==> src/rtl/mc_wb_post_buf.sv <==
// Write-posting Wishbone front end for the memory controller slave port.
// Writes are acked on FIFO entry and drained in order; reads wait for an empty FIFO.
module mc_wb_post_buf #(
  parameter int DEPTH = 4,
  parameter int LW    = 3
) (
  input  logic          clk_i,
  input  logic          rst_i,
  input  logic [31:0]   s_wb_addr_i,
  input  logic [31:0]   s_wb_data_i,
  input  logic [3:0]    s_wb_sel_i,
  input  logic          s_wb_we_i,
  input  logic          s_wb_cyc_i,
  input  logic          s_wb_stb_i,
  output logic [31:0]   s_wb_data_o,
  output logic          s_wb_ack_o,
  output logic          s_wb_err_o,
  output logic [31:0]   m_wb_addr_o,
  output logic [31:0]   m_wb_data_o,
  output logic [3:0]    m_wb_sel_o,
  output logic          m_wb_we_o,
  output logic          m_wb_cyc_o,
  output logic          m_wb_stb_o,
  input  logic [31:0]   m_wb_data_i,
  input  logic          m_wb_ack_i,
  input  logic          m_wb_err_i,
  output logic          post_err_o,
  output logic [31:0]   post_err_adr_o,
  input  logic          post_err_clr_i,
  output logic [LW-1:0] fifo_level_o
);
  localparam int AW = $clog2(DEPTH);
  localparam logic [1:0] S_IDLE = 2'd0, S_WR = 2'd1, S_RD = 2'd2, S_GAP = 2'd3;

  typedef struct packed {
    logic [31:0] addr;
    logic [31:0] data;
    logic [3:0]  sel;
  } wreq_t;

  wreq_t         mem [DEPTH];
  wreq_t         head;
  logic [1:0]    state;
  logic [LW-1:0] wr_cnt, rd_cnt, level;
  logic          full, push, pop, rd_req, m_done, rd_fin, werr, rd_live;

  assign level        = wr_cnt - rd_cnt;
  assign full         = (level == LW'(DEPTH));
  assign push         = s_wb_cyc_i & s_wb_stb_i & s_wb_we_i & ~full & ~s_wb_ack_o;
  assign rd_req       = s_wb_cyc_i & s_wb_stb_i & ~s_wb_we_i & ~s_wb_ack_o & ~s_wb_err_o;
  assign m_done       = m_wb_ack_i | m_wb_err_i;
  assign pop          = (state == S_WR) & m_done;
  assign werr         = (state == S_WR) & m_wb_err_i;
  // Read result only goes upstream if the requesting cycle never dropped.
  assign rd_fin       = (state == S_RD) & m_done & rd_live & s_wb_cyc_i;
  assign head         = mem[rd_cnt[AW-1:0]];
  assign fifo_level_o = level;

  always_ff @(posedge clk_i) begin
    if (push) mem[wr_cnt[AW-1:0]] <= '{addr: s_wb_addr_i, data: s_wb_data_i, sel: s_wb_sel_i};
  end

  always_ff @(posedge clk_i) begin
    if (rst_i) begin
      state          <= S_IDLE;
      wr_cnt         <= '0;
      rd_cnt         <= '0;
      rd_live        <= 1'b0;
      s_wb_data_o    <= '0;
      s_wb_ack_o     <= 1'b0;
      s_wb_err_o     <= 1'b0;
      m_wb_addr_o    <= '0;
      m_wb_data_o    <= '0;
      m_wb_sel_o     <= '0;
      m_wb_we_o      <= 1'b0;
      m_wb_cyc_o     <= 1'b0;
      m_wb_stb_o     <= 1'b0;
      post_err_o     <= 1'b0;
      post_err_adr_o <= '0;
    end else begin
      s_wb_ack_o <= push | (rd_fin & m_wb_ack_i);
      s_wb_err_o <= rd_fin & ~m_wb_ack_i & m_wb_err_i;
      if (rd_fin) s_wb_data_o <= m_wb_data_i;
      if (push) wr_cnt <= wr_cnt + LW'(1);
      if (pop)  rd_cnt <= rd_cnt + LW'(1);

      case (state)
        S_IDLE: begin
          if (level != '0) begin
            state       <= S_WR;
            m_wb_cyc_o  <= 1'b1;
            m_wb_stb_o  <= 1'b1;
            m_wb_we_o   <= 1'b1;
            m_wb_addr_o <= head.addr;
            m_wb_data_o <= head.data;
            m_wb_sel_o  <= head.sel;
          end else if (rd_req) begin
            state       <= S_RD;
            rd_live     <= 1'b1;
            m_wb_cyc_o  <= 1'b1;
            m_wb_stb_o  <= 1'b1;
            m_wb_we_o   <= 1'b0;
            m_wb_addr_o <= s_wb_addr_i;
            m_wb_data_o <= s_wb_data_i;
            m_wb_sel_o  <= s_wb_sel_i;
          end
        end
        S_WR, S_RD: begin
          if (!s_wb_cyc_i) rd_live <= 1'b0;
          if (m_done) begin
            state      <= S_GAP;
            m_wb_cyc_o <= 1'b0;
            m_wb_stb_o <= 1'b0;
          end
        end
        S_GAP:   state <= S_IDLE;
        default: state <= S_IDLE;
      endcase

      // A new error beats a same-cycle clear and re-arms address capture.
      if (werr) begin
        post_err_o <= 1'b1;
        if (!post_err_o || post_err_clr_i) post_err_adr_o <= m_wb_addr_o;
      end else if (post_err_clr_i) begin
        post_err_o     <= 1'b0;
        post_err_adr_o <= '0;
      end
    end
  end
endmodule

==> config.mk <==
export PLATFORM = sky130hd
export DESIGN_NAME = mc_wb_post_buf
export DESIGN_NICKNAME = d
export VERILOG_FILES = /design/src/rtl/mc_wb_post_buf.sv
export SDC_FILE = /design/constraint.sdc
export NUM_CORES = 1
export LEC_CHECK = 0
export ABC_AREA = 1
export CORE_MARGIN = 3
export CORE_UTILIZATION = 35
export CTS_CLUSTER_SIZE = 28
export DETAILED_ROUTE_END_ITERATION = 10
export SKIP_LAST_GASP = 1
export SLEW_MARGIN = 40
export SYNTH_ARGS = -nofsm -noshare
export SYNTH_HDL_FRONTEND = slang
export SYNTH_SLANG_ARGS = --single-unit
==> constraint.sdc <==
create_clock -name clk_i -period 5.63 [get_ports clk_i]
set_input_delay 0.563 -clock clk_i [delete_from_list [all_inputs] [get_ports clk_i]]
set_output_delay 0.563 -clock clk_i [all_outputs]
set_load 0.02 [all_outputs]
* Word-level counts from Yosys, hierarchy flattened
Memory sizes are Yosys's and may differ from the RTL's. A register that Yosys moved wholly into a read port is not among the register bits. Cells that the tools add are included. Widths: inputs -> output; s select.
Cells by class: $add $sub $neg 3, equal/unequal tests 10, muxes and demuxes 28, bitwise gates (word level) 22, reduce and logical (&&, ||, !) cells 13
Operators by type and width (number):
- $mux 32 | 7
- $and 1x1->1 | 15
- $mux 1 | 11
- $mux 2 | 5
- $mux 4 | 2
- $ne 2x2->1 const B | 4
- $add 3x1->3 const B | 2
- $pmux 2 s3 | 1
- $reduce_and 2->1 | 3
- $reduce_bool 2->1 | 3
- $not 1->1 | 5
- $eq 2x2->1 const B | 2
- $pmux 1 s2 | 2
- $reduce_and 4->1 | 1
- $eq 3x3->1 const B | 1
- $ne 3x3->1 const B | 1
- $reduce_and 3->1 | 1
- $reduce_bool 3->1 | 1
- $sub 3x3->3 | 1
- $eq 2x1->1 const B | 1
- $logic_not 2->1 | 1
- $ne 2x1->1 const B | 1
- $or 1x1->1 | 2
- $reduce_or 2->1 | 1
- other kinds (2) | 2
Word-level totals: bits in registers 146, bits in writable memories 272, input port bits 108, output and inout bits 141, word-level logic and storage cells 91, memories kept 1
Memory list:
- mem | words 4, bits a word 68, read ports 1, clocked after Yosys merged registers in 1, write ports 1, line 41 | wreq_t mem [DEPTH];

* Depth between registers and ports, before layout
Gate-level depths: netlist of run 1.
depth in word-level cells 7, gate-level depth with buffers 13, mapped depth without buffers 13

* Worst setup path before layout of run 1
OpenSTA, ideal clock, no wires.
kind register -> register, start point register wr_cnt[0], end point memory mem[0][0] in the netlist's numbering, enable pin, setup time 0.495 ns, arrival 4.563 ns, required time 5.135 ns, setup slack 0.573 ns, stages on the path, launching flop included 12, path buffers 1, period minus slack after synthesis 5.057 ns, cell sequence dfxtp_1 > inv_1 > ha_1 > fa_1 > inv_1 > nand2_1 > nand2_1 > nand2_1 > nand2_2 > buf_2 > o21ai_2 > nor2_1
Between the ends: cells in the longest elaborated chain, start to end 7
RTL lines:
- start: declaration | line 44 | logic [LW-1:0] wr_cnt, rd_cnt, level;
- start signal: assignment | line 84 | if (push) wr_cnt <= wr_cnt + LW'(1);
- $sub 3x3->3 | line 47 | assign level = wr_cnt - rd_cnt;
- $eq 3x3->1 | line 48 | assign full = (level == LW'(DEPTH));
- $not 1->1 | line 49 | assign push = s_wb_cyc_i & s_wb_stb_i & s_wb_we_i & ~full & ~s_wb_ack_o;
- $and 1x1->1 (2 in a row) | line 49
- $mux 1 | line 60 | if (push) mem[wr_cnt[AW-1:0]] <= '{addr: s_wb_addr_i, data: s_wb_data_i, sel: s_wb_sel_i};
- $mux 1 (not written as such) | line 60
- end: declaration | line 41
Several ways; a longest one is shown, not always the timed one.

* Worst setup path in the final report of run 1
start point register wr_cnt[0], end point output fifo_level_o[2]
Between the ends: cells in the longest elaborated chain, start to end 1
RTL lines:
- $sub 3x3->3 | line 47
- end: declaration | line 30 | output logic [LW-1:0] fifo_level_o
No other way between the ends.

==> results of run 1 <==
==> Yosys cell counts <==
cell type	n	share of area [%]
o21ai_1	9	0.28
nand2_1	230	5.3
nand3_2	1	0.061
nor4b_1	1	0.054
o21ai_2	1	0.054
buf_1	4	0.092
a21oi_1	44	1.3
buf_4	2	0.092
nand3_1	77	2.4
nor3b_1	1	0.046
nand2_2	2	0.076
nor2_1	357	8.2
o21ai_0	233	7.1
ha_1	10	0.77
nand2_4	1	0.069
clkbuf_1	80	1.8
inv_2	4	0.092
edfxtp_1	272	50
fa_1	1	0.12
xor2_1	1	0.054
dfxtp_1	148	18
inv_1	25	0.57
clkbuf_2	2	0.061
buf_2	14	0.43
o22ai_1	68	2.6
buf_6	4	0.28
==> layout by cell type (no fill, tap or decap), drive strengths merged <==
cell type and instances:
nor4b 1, clkinv 14, o21ai 243, diode 2, nand2 233, edfxtp 272
clkbuf 71, xor2 1, a21oi 44, fa 1, o22ai 68, nor2 357
dfxtp 148, bufinv 3, buf 23, clkdlybuf4s50 247, nand3 78, inv 26
nor3b 1, ha 10
==> critical path, delay by kind of cell, from the launching register on <==
family | cells | cell delay, ns
simple gates | 3 | 0.29
fa+ha+maj | 2 | 0.63
buf+inv | 4 | 1.07
flops | 1 | 0.38
==> state kept, by name, summed over array words and instances, names as in the netlist, named ones only <==
name / flops
rd_live: 1
wr_cnt: 3
m_wb_stb_o: 1
s_wb_data_o: 32
s_wb_err_o: 1
mem: 272
post_err_o: 1
m_wb_we_o: 1
post_err_adr_o: 32
m_wb_addr_o: 32
state: 2
m_wb_data_o: 32
s_wb_ack_o: 1
m_wb_sel_o: 4
rd_cnt: 3
==> layout make-up <==
| cell class | count | share of cell area (%) |
|---|---|---|
| flip-flops and latches | 420 | 53.04 |
| diodes | 2 | 0.02384 |
| clock buffers | 71 | 6.269 |
| well taps | 600 | 3.576 |
| multi-input cells | 1037 | 22.52 |
| clock inverters | 14 | 0.7628 |
| inverters | 29 | 0.5602 |
| repair buffers | 270 | 13.25 |
==> cell families (layout without fill, tap and decap cells) <==
family	Yosys count	in the layout	synth area share, %
compound gates	355	355	11.41
xor+xnor	1	1	0.05357
simple gates	670	670	16.14
fa+ha+maj	11	11	0.8875
other cells	0	2	0
buf+inv	135	384	3.451
flops	420	420	68.06
==> worst max-delay path by stage <==
stage | start | to | depth (start not counted)
after floorplan | wr_cnt[0] | mem[0][0] | 11
after global placement | wr_cnt[0] | m_wb_addr_o[1] | 12
after detailed placement | wr_cnt[0] | m_wb_data_o[23] | 12
after CTS | wr_cnt[0] | m_wb_addr_o[9] | 12
after global routing | wr_cnt[0] | fifo_level_o[2] | 9
final | wr_cnt[0] | fifo_level_o[2] | 9
==> power breakdown <==
part	leakage [µW]	internal [µW]	total, µW	switching [µW]
registers	0.00367	3550	3730	189
clock network	0.000715	1750	2940	1190
logic	0.00323	1070	3190	2120
==> per-layer routing <==
metal | GRT usage (%) | share of wire, %
met1 | 24.77 | 45
met2 | 29.43 | 47
met3 | 4.475 | 6.6
met4 | 4.809 | 1.6
met5 | 0 | 0.028
==> metrics by stage <==
stage | hold WS (ns) | std cells | instance area, µm² | worst slack, ns | total power [µW]
floorplan | 0.4394 | 1592 | 16350 | 0.5726 | 5771
global route | 0.4850 | 2442 | 20990 | 1.966 | 10480
finish | 0.4623 | 2443 | 21000 | 2.134 | 9864
global placement | 0.4485 | 2350 | 19370 | 2.053 | 6974
CTS | 0.4519 | 2439 | 20930 | 1.902 | 9991
detailed placement | 0.4541 | 2354 | 19450 | 1.930 | 7016
==> impl_metrics.yaml, run 1 <==
drt:
  drc: 0
  first_pass_iters: 5
  vias_per_cell: 4.963
  vias: 12120
  drt_wl_total_mm: 46.02
  drtIter0Drc: 707
  wl_per_cell_um: 18.84
  ant_nets: 0
synth:
  ys_ff_latch: 420
  syn_nets: 1711
  syn_inst: 1592
  syn_area_um2: 16350
  avgSynthCellArea_um2: 10.27
  synth_seq_area_share_pct: 68.06
  ys_types: 26
  synth-warning-count: 0
worst_hold_path:
  holdPathStages: 2
  min_from: "post_err_adr_o[9]"
  worstHoldEndpoint: "post_err_adr_o[9]"
  min_path_type: "flop to flop"
floorplan:
  core_area_um2: 45770
  num_rows: 78
  start_util_pct: 35.73
  die_w_um: 222.2
  dieArea_um2: 49350
  ios: 249
  die_y_um: 222.2
grt:
  grt_remaining_overflow: 0
  antenna_found_initial: 3
  grt_pass1_wl_mm: 71.62
  track_usage_pct: 18.26
  grt_pass1_vias: 12230
  grt_max_degree: 89
placement:
  gp_congestion: 0.7265
  io_buffers: 248
  place_hpwl_mm: 26.30
worst_setup_path:
  path_cells: "inv_1 > ha_1 > fa_1 > inv_1 > nand2_1 > nand3_1 > nand2_4 > inv_1 > clkdlybuf4s50_1"
  r2r_end: "m_wb_data_o[23]"
  r2r_start: "wr_cnt[0]"
  crit_arrival_ns: 2.93
  crit_type: "flop to output port"
  r2r_cells: 12
  crit_required_ns: 5.07
  worstSetupStartpointType: "flop"
  cp_slowest_stage_delay_ns: 0.68
  crit_slowest_cell: "clkdlybuf4s50_1"
  crit_top_cell: "inv_1"
  end_kind: "output port"
  rrSetupSlack_ns: 2.36
  critPathMaxFanout: 4
pwr:
  ir_drop_mv: 0.3048
  p_leak_uw: 0.007615
  powerDensity_nw_per_um2: 469.8
final_layout:
  syn_to_final_growth_pct: 28.39
  fin_util_pct: 45.87
  drive_gt1_share_pct: 5.595
  nets: 1923
  nFillCells: 4206
  seqCellArea_um2: 11140
  multi_input_area_um2: 4728
clocking:
  cts_hold_buf: 0
  cts-root-buf: "clkbuf_16"
  cts.sinks: 420
  post_cts_buffers: 0
  clkTransAtPathRegs_ns: 0.06
  h-tree-depth: 2
  cts_made_buffers: 46
  ctsLongestPathBuffers: 3
  cts_tree: "done"
  ctsResizeCount: 0
  clock_latency_ns: 0.57
sta:
  slew_violations: 0
  finalSetupViolations: 0
  rsz0062_at_grt: "no"
  fin_setup_tns_ns: 0
  finalCritPeriodShare_pct: 62.10
  max_freq_ghz: 0.2860
  max_slew_margin_pct: 45.07
  fin_skew_ns: 0.01817
  worstMarginPinSlew_ns: 0.8219
  period_needed_ns: 3.496
  finalHoldViolCount: 0
job:
  maxCapViolations: 0
outcome:
  outcome: "completed"
Power figures use the tool's default switching activity.
==> run 2, diff against run 1 <==
==> constraint.sdc (replaced) <==
create_clock -name clk_i -period 3.1 [get_ports clk_i]
set_input_delay 0.31 -clock clk_i [delete_from_list [all_inputs] [get_ports clk_i]]
set_output_delay 0.31 -clock clk_i [all_outputs]
set_load 0.02 [all_outputs]
==> run 2 against run 1 <==
Compared with the run above:
- count of clock-buffer cells in the layout fell by 7
- worst hold slack worse by 0.14 ns
- global-route usage fell by 0.48 points
- wire length fell by 2.3%
- clock power increased by 89%
- largest power group unchanged
- utilization is 0.21 points higher
- critical path depth unchanged
- cell area increased by 0.45%
- sequential share of layout area fell by 0.24 points
- cell count about the same
- via count rose by 1.2%
==> impl_metrics.yaml, run 2 (synthesis results as in run 1) <==
pwr:
  pwr-share-comb_pct: 32.5
  internal-power_uw: 11840
  p_sw_uw: 6364
  power_switching_share_pct: 34.96
  power_frac_clock_pct: 30.6
  p_leak_uw: 0.007683
  powerDensity_nw_per_um2: 863.1
  seqPwrFrac_pct: 37.0
  ir_drop_mv: 0.9913
worst_setup_path:
  r2r_cells: 11
  r2r_start: "wr_cnt[0]"
  cp.buffers_inverters: 4
  r2r_end: "m_wb_addr_o[27]"
  crit_required_ns: 2.79
  path_cells: "inv_1 > ha_1 > fa_2 > inv_1 > nand2_1 > nand3_1 > nand2_4 > inv_1 > dlygate4sd2_1"
  crit_type: "flop to output port"
  worstSetupStartpointType: "flop"
  end_kind: "output port"
  crit_top_cell: "inv_1"
  cp_top_family: "buffers and inverters"
  critPathMaxFanout: 4
  rrSetupSlack_ns: 0.35
  crit_arrival_ns: 2.56
  cp_slowest_stage_delay_ns: 0.40
  crit_slowest_cell: "dlygate4sd2_1"
clocking:
  ctsLongestPathBuffers: 3
  cts_hold_buf: 0
  cts_tree: "done"
  clkTransAtPathRegs_ns: 0.06
  cts-root-buf: "clkbuf_16"
  clock_latency_ns: 0.57
  cts.sinks: 420
  h-tree-depth: 2
  cts_made_buffers: 45
drt:
  wl_per_cell_um: 18.39
  first_pass_iters: 5
  drt_wl_total_mm: 44.97
  drc: 0
  vias_per_cell: 5.020
  vias: 12280
  ant_nets: 0
  drtIter0Drc: 772
floorplan:
  core_area_um2: 45770
  ios: 249
  dieArea_um2: 49350
  start_util_pct: 35.73
  num_rows: 78
  die_y_um: 222.2
  die_w_um: 222.2
sta:
  finalCritPeriodShare_pct: 92.54
  rsz0062_at_grt: "no"
  finalSetupViolations: 0
  slew_violations: 0
  max_slew_margin_pct: 44.19
  period_needed_ns: 2.869
  worstMarginPinSlew_ns: 0.8372
  fin_skew_ns: 0.01759
  fin_setup_tns_ns: 0
  max_freq_ghz: 0.3486
  finalHoldViolCount: 0
final_layout:
  syn_to_final_growth_pct: 28.97
  final_common_cell: "nor2_1"
  final_cell_mix: "352 x nor2_1, 272 x edfxtp_1, 246 x clkdlybuf4s50_1"
  nets: 1927
  finalNonFillerCells: 2445
  largest_reg_flops: 272
  drive_gt1_share_pct: 6.453
grt:
  grt_remaining_overflow: 0
  grt_pass1_wl_mm: 70.12
  antenna_found_initial: 2
  grt_max_degree: 137
  track_usage_pct: 17.78
  grt_pass1_vias: 12290
worst_hold_path:
  min_from: "rst_i"
  min_path_type: "primary input to flop"
  worstHoldEndpoint: "post_err_adr_o[4]"
  holdPathStages: 3
placement:
  io_buffers: 248
  place_hpwl_mm: 25.58
  gp_congestion: 0.7335
  dp_cells: 2361
outcome:
  outcome: "completed"
job:
  maxCapViolations: 0
run 2: changes by cell type in the layout (fill, tap and decap cells not counted), moves of 3 or more:
cell,before,now
clkbuf_1,19,9
buf_4,10,17
buf_12,5,10
buf_6,3,0
buf_8,3,0
clkbuf_8,5,8
clkinv_1,6,3
run 2: worst max-delay path by stage:
stage	slack, ns	startpoint	to	cells after the start
2_1_floorplan	0.004	wr_cnt[0]	mem[0][0]	11
3_3_place_gp	0.51	wr_cnt[0]	m_wb_data_o[4]	11
3_5_place_dp	0.40	wr_cnt[0]	m_wb_data_o[9]	11
4_1_cts	0.18	wr_cnt[0]	fifo_level_o[2]	9
5_1_grt	0.06	wr_cnt[0]	fifo_level_o[2]	9
6_report	0.23	wr_cnt[0]	fifo_level_o[2]	9
run 2: final cells by class:
class                   instances  area [µm²]
well taps                     600       750.7
repair buffers                275        2804
fillers                      4142       24680
clock buffers                  64        1320
clock inverters                19       232.7
inverters                      29       115.1
multi-input cells            1037        4730
diodes                          1       2.502
flip-flops and latches        420       11140
run 2: power by group through the flow:
stage | combinational (µW) | sequential (µW) | clock [µW]
2_1_floorplan | 3310 | 7180 | 0
3_3_place_gp | 5870 | 6840 | 0
3_5_place_dp | 5940 | 6840 | 0
4_1_cts | 5960 | 6730 | 5710
5_1_grt | 6590 | 6780 | 5910
6_report | 5910 | 6730 | 5570
run 2: worst register-to-register path: stages, from the launching register on:
cell and delay [ns]:
dfxtp_1 0.38, inv_1 0.11, ha_1 0.22, fa_2 0.43
nand2_1 0.16, clkinv_2 0.12, nand3_4 0.12, nand2_2 0.09
nand2_4 0.08, buf_4 0.62, o21ai_0 0.24, nor2_1 0.13
run 2: repair_timing:
| item | CTS | global route |
|---|---|---|
| gates resized for setup | 1 | 0 |
| buffers inserted | 0 | 0 |
| setup endpoints to repair | 1 | 0 |
run 2: per-stage QoR:
| stage | utilization (%) | hold WS, ns | cell area [µm²] | power [µW] | worst slack (ns) |
|---|---|---|---|---|---|
| 2_1_floorplan | - | 0.3867 | 16400 | 10490 | 0.004406 |
| 3_3_place_gp | 42.68 | 0.4492 | 19540 | 12710 | 0.5120 |
| 3_5_place_dp | 42.68 | 0.4551 | 19540 | 12780 | 0.3981 |
| 4_1_cts | 46.07 | 0.2929 | 21090 | 18400 | 0.1785 |
| 5_1_grt | 46.07 | 0.3321 | 21090 | 19290 | 0.06287 |
| 6_report | 46.08 | 0.3177 | 21090 | 18200 | 0.2314 |
run 2: layer usage:
| metal | up-vias | track usage [%] | wire length (µm) |
|---|---|---|---|
| met2 | 347 | 28.61 | 20970 |
| met3 | 69 | 4.766 | 3327 |
| met5 | - | 0 | 27 |
| li1 | 5935 | - | - |
| met1 | 5920 | 23.72 | 19720 |
| met4 | 4 | 5.077 | 931 |
